File: config.mk
export PLATFORM = sky130hd
export DESIGN_NAME = step_counter
export DESIGN_NICKNAME = d
export VERILOG_FILES = /design/src/rtl/step_counter.sv
export SDC_FILE = /design/constraint.sdc
export NUM_CORES = 1
export LEC_CHECK = 0
export CAP_MARGIN = 20
export CORE_AREA = 4 4 41 43
export CTS_BUF_LIST = sky130_fd_sc_hd__clkbuf_16
export CTS_CLUSTER_SIZE = 25
export DETAILED_ROUTE_END_ITERATION = 16
export DIE_AREA = 0 0 45 47
export GPL_ROUTABILITY_DRIVEN = 0
export PLACE_DENSITY = 0.33
export SETUP_SLACK_MARGIN = 0.3
export SYNTH_ARGS = -nofsm -noshare
export SYNTH_HDL_FRONTEND = slang
export SYNTH_SLANG_ARGS = --single-unit
File: constraint.sdc
create_clock -name clk -period 1.5 [get_ports clk]
set_input_delay 0.3 -clock clk [delete_from_list [all_inputs] [get_ports clk]]
set_output_delay 0.3 -clock clk [all_outputs]
set_load 0.005 [all_outputs]
File: src/rtl/step_counter.sv
// step_counter: free-running modulo-2^WIDTH counter stepping up (DIR=0) or down (DIR=1) each rising clk.
module step_counter #(
    parameter int              WIDTH = 4,
    parameter logic [WIDTH-1:0] INIT = '0,
    parameter int              STEP  = 1,
    parameter bit              DIR   = 1'b0
) (
    input  logic             clk,
    input  logic             rst,
    output logic [WIDTH-1:0] q
);
    localparam logic [WIDTH-1:0] STEP_W = WIDTH'(STEP);
    // Declaration value gives the power-on state so an unreset run still starts at INIT.
    logic [WIDTH-1:0] cnt_q = INIT;
    logic [WIDTH-1:0] cnt_d;
    always_comb begin
        cnt_d = DIR ? cnt_q - STEP_W : cnt_q + STEP_W;
    end
    always_ff @(posedge clk or posedge rst) begin
        if (rst) cnt_q <= INIT;
        else     cnt_q <= cnt_d;
    end
    assign q = cnt_q;
endmodule

==> summary.md, run 1 <==
| Metric | Value |
|---|---|
| Routed WL per cell | about 9.3 um |
| Die H | around 47 um |
| Net Count, Synth | 13 |
| Syn Inst Count | 10 |
| Initial antenna violation count | 0 |
| RSZ-0062 raised after global routing | false |
| WP data arrival | between 800 and 900 ps |
| Worst skew pair latency | roughly 220 ps |
| Sequential share of the synthesized area | around 68% |
| Yosys cell types | 6 |
| Critical path depth in cells | 1 |
| Total gr overflow | 0 |
| Global-route usage over all layers | under 10% |
| P_leak | 0.176 nW |
| First-pass GRT wire length | 593 um |
| Vias per cell | 3.19 |
| Critical path required time | 1200 ps |
| Post-synth top area cell | dfrtp_1 |
| Worst slew pin tran | around 160 ps |
| Yosys top cell area share | approximately 68% |
| Synth Cell Area | approximately 150 um2 |
| Clock Skew | around 2.6 ps |
| Rel. slew slack | between 80% and 90% |
| Row count | 13 |
| Clk sinks | 4 |
| Warnings, synthesis | 0 |
| PD cells | between 1500 and 2000 nW/um2 |
| FMAX | ~870 MHz |
| Run status | finished, final reports clean |
| Layout cells sized above 1 | 36.4% |
| CP bufs+invs | 1 |
| Critical Path Fanout Max | 2 |
| CP endpoint kind | output pin |
| Die Wd | 45 um |
| Layout Nets | 27 |
| Max rail drop VDD | around 1.2 mV |
| Initial DRC count | 0 |
| Crit path launch type | flop |
| Synth area leaders | dfrtp_1 68%, ha_1 8.5%, nand3_2 6.8%, xnor2_1 5.9%, xor2_1 5.9% |
| CTS tree | done |
| Cells along the critical path | dlygate4sd2_1 |
| Max reg flops | 4 |
| R2R depth | 3 |
| Core ar. | 1300 um2 |
| Yosys reg bits | 4 |
| Max-cap violations | 0 |
| Slowest-stage cell, CP | dfrtp_1 |
| Period utilization | between 70% and 80% |
| Vias in the first global route | 155 |
| Initial core utilization | roughly 11% |
| Hold_buf cts | 0 |
| First drt pass iteration count | 1 |
| Buffers added on ports | 5 |
| Post-DRT Antenna Nets | 0 |
| Final Slew Violations | 0 |
| Clock Path Buffers | 2 |
| Crit Path Category | reg2out |
| Total Power | between 0.5 and 0.6 mW |
| Root Buffer | clkbuf_16 |
| CP max stage delay | 370 ps |
| Clock transition at the registers of the reported paths | ~30 ps |
| Syn Area/Cell | 14.8 um2 |
| Final setup violation count | 0 |
| CTS HTree Levels | 1 |
| Filler cell count | 150 |
| Hold Crit Class | in2async |
| IO Pins | 6 |
| Drt total wl | approximately 340 um |
| Vias | approximately 120 |
| Final min period | around 1200 ps |
| Final Core Density | about 25% |
| Largest net degree at the start of global routing | 5 |
| Num CTS Buffers | 3 |
| # diodes | 0 |
| CP delay by family, top | flip-flops |
| Setup TNS | 0 ps |
| P&R area growth vs syn | 117% |
| Die area | approximately 2100 um2 |
| Hold Violations, Final | 0 |
| Remaining DRCs | 0 |
==> synthesized netlist by cell type <==
master   count
ha_1         1
nand3_2      1
xor2_1       1
inv_1        2
dfrtp_1      4
xnor2_1      1
==> final timing paths <==
check                      startpoint    to  slack [ps]
hold / removal                    rst  q[3]         270
setup reg to reg                 q[0]  q[2]         540
hold reg to reg                  q[0]  q[0]         540
setup / recovery                 q[1]  q[1]         350
min in group clk                 q[0]  q[0]         540
max in group asynchronous         rst  q[1]        1070
==> where the power goes <==
group / internal [mW] / leakage (nW) / switching [mW]
sequential: 0.109 / 0.0518 / 0
clock: 0.340 / 0.0370 / 0.0668
combinational: 0.00244 / 0.0876 / 0.00241
==> through the flow <==
| step | instance area, um2 | setup WS (ps) | hold WS [ps] | cells |
|---|---|---|---|---|
| 3_5_place_dp | 216 | 291 | 488 | 30 |
| 4_1_cts | 318 | 132 | 279 | 37 |
| 5_1_grt | 320 | 315 | 305 | 37 |
| 2_1_floorplan | 148 | 632 | 66.1 | 10 |
| 3_3_place_gp | 216 | 299 | 457 | 30 |
| 6_report | 320 | 347 | 274 | 37 |
==> cell type report <==
| class | count | area, um2 | share of cell area, % |
|---|---|---|---|
| Clock buffer | 3 | 75.1 | 23.4 |
| Tap cell | 15 | 18.8 | 5.86 |
| Sequential cell | 4 | 100 | 31.3 |
| Inverter | 2 | 7.51 | 2.34 |
| Multi-Input combinational cell | 4 | 40.0 | 12.5 |
| Timing Repair Buffer | 9 | 78.8 | 24.6 |
==> placed cells by master, fill, tap and decap left out <==
| cell type | netlist | final |
|---|---|---|
| dfrtp_1 | 4 | 4 |
| clkdlybuf4s50_1 | 0 | 1 |
| dlymetal6s2s_1 | 0 | 1 |
| ha_1 | 1 | 1 |
| inv_1 | 2 | 2 |
| xnor2_1 | 1 | 1 |
| buf_4 | 0 | 4 |
| clkbuf_16 | 0 | 3 |
| xor2_1 | 1 | 1 |
| nand3_2 | 1 | 1 |
| dlygate4sd2_1 | 0 | 3 |
==> what timing repair did <==
item | in CTS | in global routing
setup buffers | 4 | 0
pin swaps | 0 | 0
gates resized for setup | 3 | 1
endpoints found under the setup margin | 4 | 1
==> cell families (layout without fill, tap and decap cells) <==
family,count (synthesis),after routing,synth area share (%)
flops,4,4,67.8
xor+xnor,2,2,11.9
buf+inv,2,14,5.09
fa+ha+maj,1,1,8.47
simple gates,1,1,6.78
==> routing by layer <==
| metal | global-route usage [%] | vias to the layer above | wire (um) |
|---|---|---|---|
| met5 | 0 | - | 0 |
| met4 | 1.75 | 0 | 4 |
| met3 | 6.51 | 2 | 61 |
| met2 | 5.65 | 8 | 127 |
| met1 | 4.14 | 53 | 151 |
| li1 | - | 55 | - |
(Power assumes the default switching activity.)
==> inputs of run 2 (changes only) <==
==> constraint.sdc (replaced) <==
create_clock -name clk -period 1.1 [get_ports clk]
set_input_delay 0.22 -clock clk [delete_from_list [all_inputs] [get_ports clk]]
set_output_delay 0.22 -clock clk [all_outputs]
set_load 0.005 [all_outputs]
==> run 2 against run 1 <==
Effect of this change:
- final area fell by 5.1%
- wire length fell by 4.4%
- sequential power rose by 36%
- critical path type unchanged
==> summary.md, run 2 (synthesized netlist as in run 1, its figures left out) <==
| Metric | Value |
|---|---|
| Run status | finished, final reports clean (unchanged) |
| Final Core Density | 23.4% (was 24.6%) |
| Core ar. | 1300 um2 (unchanged) |
| Most frequent cells in the layout | 4 x buf_2, 4 x buf_4, 4 x dfrtp_1 (was 4 x dfrtp_1, 4 x buf_4, 3 x clkbuf_16, 3 x dlygate4sd2_1, 2 x inv_1) |
| CTS HTree Levels | 1 (unchanged) |
| Routed WL per cell | 8.89 um (was 9.30 um) |
| Vias per cell | 2.95 (was 3.19) |
| P_leak | 0.166 nW (was 0.176 nW) |
| Initial core utilization | 11.3% (unchanged) |
| Die area | 2120 um2 (unchanged) |
| Reg2reg setup slack | 180 ps (was 540 ps) |
| Initial DRC count | 0 (unchanged) |
| Global-route usage over all layers | 4.91% (was 4.60%) |
| Final Slew Violations | 0 (unchanged) |
| Dpl hpwl | approximately 220 um |
| Reg-to-reg critical path startpoint | q[0] (unchanged) |
| PD cells | 2350 nW/um2 (was 1620 nW/um2) |
| Die H | 47 um (unchanged) |
| Cells along the critical path | buf_2 (was dlygate4sd2_1) |
| P&R area growth vs syn | 106% (was 117%) |
| Crit Path Category | reg2out (unchanged) |
| Initial antenna violation count | 0 (unchanged) |
| Final setup violation count | 0 (unchanged) |
| Clock transition at the registers of the reported paths | 30 ps (about the same) |
| # diodes | 0 (unchanged) |
| Clk sinks | 4 (unchanged) |
| Worst skew pair latency | 220 ps (about the same) |
| Period utilization | 84.7% |
| Row count | 13 (unchanged) |
| RSZ-0062 raised after global routing | true (was false) |
| Post-CTS Setup Repair Bufs | 0 (was 4) |
| CP endpoint kind | output pin (unchanged) |
| Max-cap violations | 0 (unchanged) |
| Num CTS Buffers | 3 (unchanged) |
| FMAX | 1070 MHz |
| Clock Path Buffers | 2 (unchanged) |
| CP delay by family, top | flip-flops (unchanged) |
| Crit path launch type | flop (unchanged) |
| Largest net degree at the start of global routing | 5 (unchanged) |
| WP data arrival | 710 ps (was 850 ps) |
| Vias | 109 (was 118) |
| Hold Violations, Final | 0 (unchanged) |
| CP max stage delay | 360 ps (was 370 ps) |
| R2r endpoint | q[2] (unchanged) |
| CTS tree | done (unchanged) |
| First-pass GRT wire length | 565 um (was 593 um) |
| Clock Skew | 0.741 ps (was 2.58 ps) |
| Drt total wl | 329 um (was 344 um) |
| Worst slew pin tran | 164 ps (was 162 ps) |
| Buffers added on ports | 5 (unchanged) |
| Layout cells sized above 1 | 59.1% (was 36.4%) |
| Critical path required time | 880 ps (was 1200 ps) |
| Post-DRT Antenna Nets | 0 (unchanged) |
| R2R depth | 3 (unchanged) |
| Max reg flops | 4 (unchanged) |
| Root Buffer | clkbuf_16 (unchanged) |
| Layout Nets | 27 (unchanged) |
| Final min period | 931 ps |
| CP bufs+invs | 1 (unchanged) |
| Max rail drop VDD | 0.711 mV (was 1.17 mV) |
| Critical Path Fanout Max | 2 (unchanged) |
| Slowest-stage cell, CP | dfrtp_1 (unchanged) |
| First drt pass iteration count | 1 (unchanged) |
| Remaining DRCs | 0 (unchanged) |
| Setup TNS | 0 ps (unchanged) |
| Die Wd | 45 um (unchanged) |
| Total gr overflow | 0 (unchanged) |
| Hold_buf cts | 0 (unchanged) |
| IO Pins | 6 (unchanged) |
| Hold Crit Class | in2async (unchanged) |
| Vias in the first global route | 131 (was 155) |
| Rel. slew slack | 89.1% (was 89.2%) |
-- run 2: cell types whose count changed in the layout (fill, tap and decap cells not counted) --
cell | before | now
buf_2 | 0 | 4
ha_1 | 1 | 0
ha_2 | 0 | 1
dlymetal6s2s_1 | 1 | 0
dlygate4sd2_1 | 3 | 0
-- run 2: worst max path at each step --
| stage | start | end | cells past startpoint |
|---|---|---|---|
| 2_1_floorplan | q[0] | q[2] | 2 |
| 3_3_place_gp | q[1] | q[1] | 1 |
| 3_5_place_dp | q[1] | q[1] | 1 |
| 4_1_cts | q[0] | q[0] | 1 |
| 5_1_grt | q[0] | q[0] | 1 |
| 6_report | q[0] | q[0] | 1 |
-- run 2: metal layers --
metal / vias to the layer above / track usage [%] / routed length [um]
met2: 6 / 3.39 / 112
met5: - / 0 / 0
li1: 54 / - / -
met3: 2 / 4.21 / 44
met1: 47 / 5.49 / 162
met4: 0 / 8.77 / 10
-- run 2: worst reg2reg max path: stages (launching register included) --
cell	delay (ps)
dfrtp_1	360
buf_4	140
ha_2	160
xor2_1	130
-- run 2: power breakdown --
part | switching (mW) | leakage (nW) | internal [mW] | total, mW
clock | 0.0950 | 0.0370 | 0.464 | 0.559
sequential | 0 | 0.0518 | 0.148 | 0.148
combinational | 0.00332 | 0.0769 | 0.00333 | 0.00665
-- run 2: timing repair --
item / in CTS / in global routing
gates cloned: 0 / 0
setup endpoints to repair: 6 / 7
gates resized for setup: 16 / 0
-- run 2: stage by stage --
| stage | std cells | instance area [um2] | worst slack, ps | power (mW) | hold WS (ps) |
|---|---|---|---|---|---|
| 2_1_floorplan | 10 | 150 | 265 | 0.152 | -13.9 |
| 3_3_place_gp | 34 | 249 | 45.9 | 0.157 | 422 |
| 3_5_place_dp | 34 | 249 | 51.0 | 0.157 | 431 |
| 4_1_cts | 37 | 304 | 158 | 0.730 | 206 |
| 5_1_grt | 37 | 304 | 130 | 0.744 | 239 |
| 6_report | 37 | 304 | 169 | 0.714 | 194 |
-- run 2: cell type report --
| class | count | area, um2 |
|---|---|---|
| Multi-Input combinational cell | 4 | 42.5 |
| Tap cell | 15 | 18.8 |
| Inverter | 2 | 7.51 |
| Clock buffer | 3 | 75.1 |
| Fill cell | 152 | 997 |
| Sequential cell | 4 | 100 |
| Timing Repair Buffer | 9 | 60.1 |
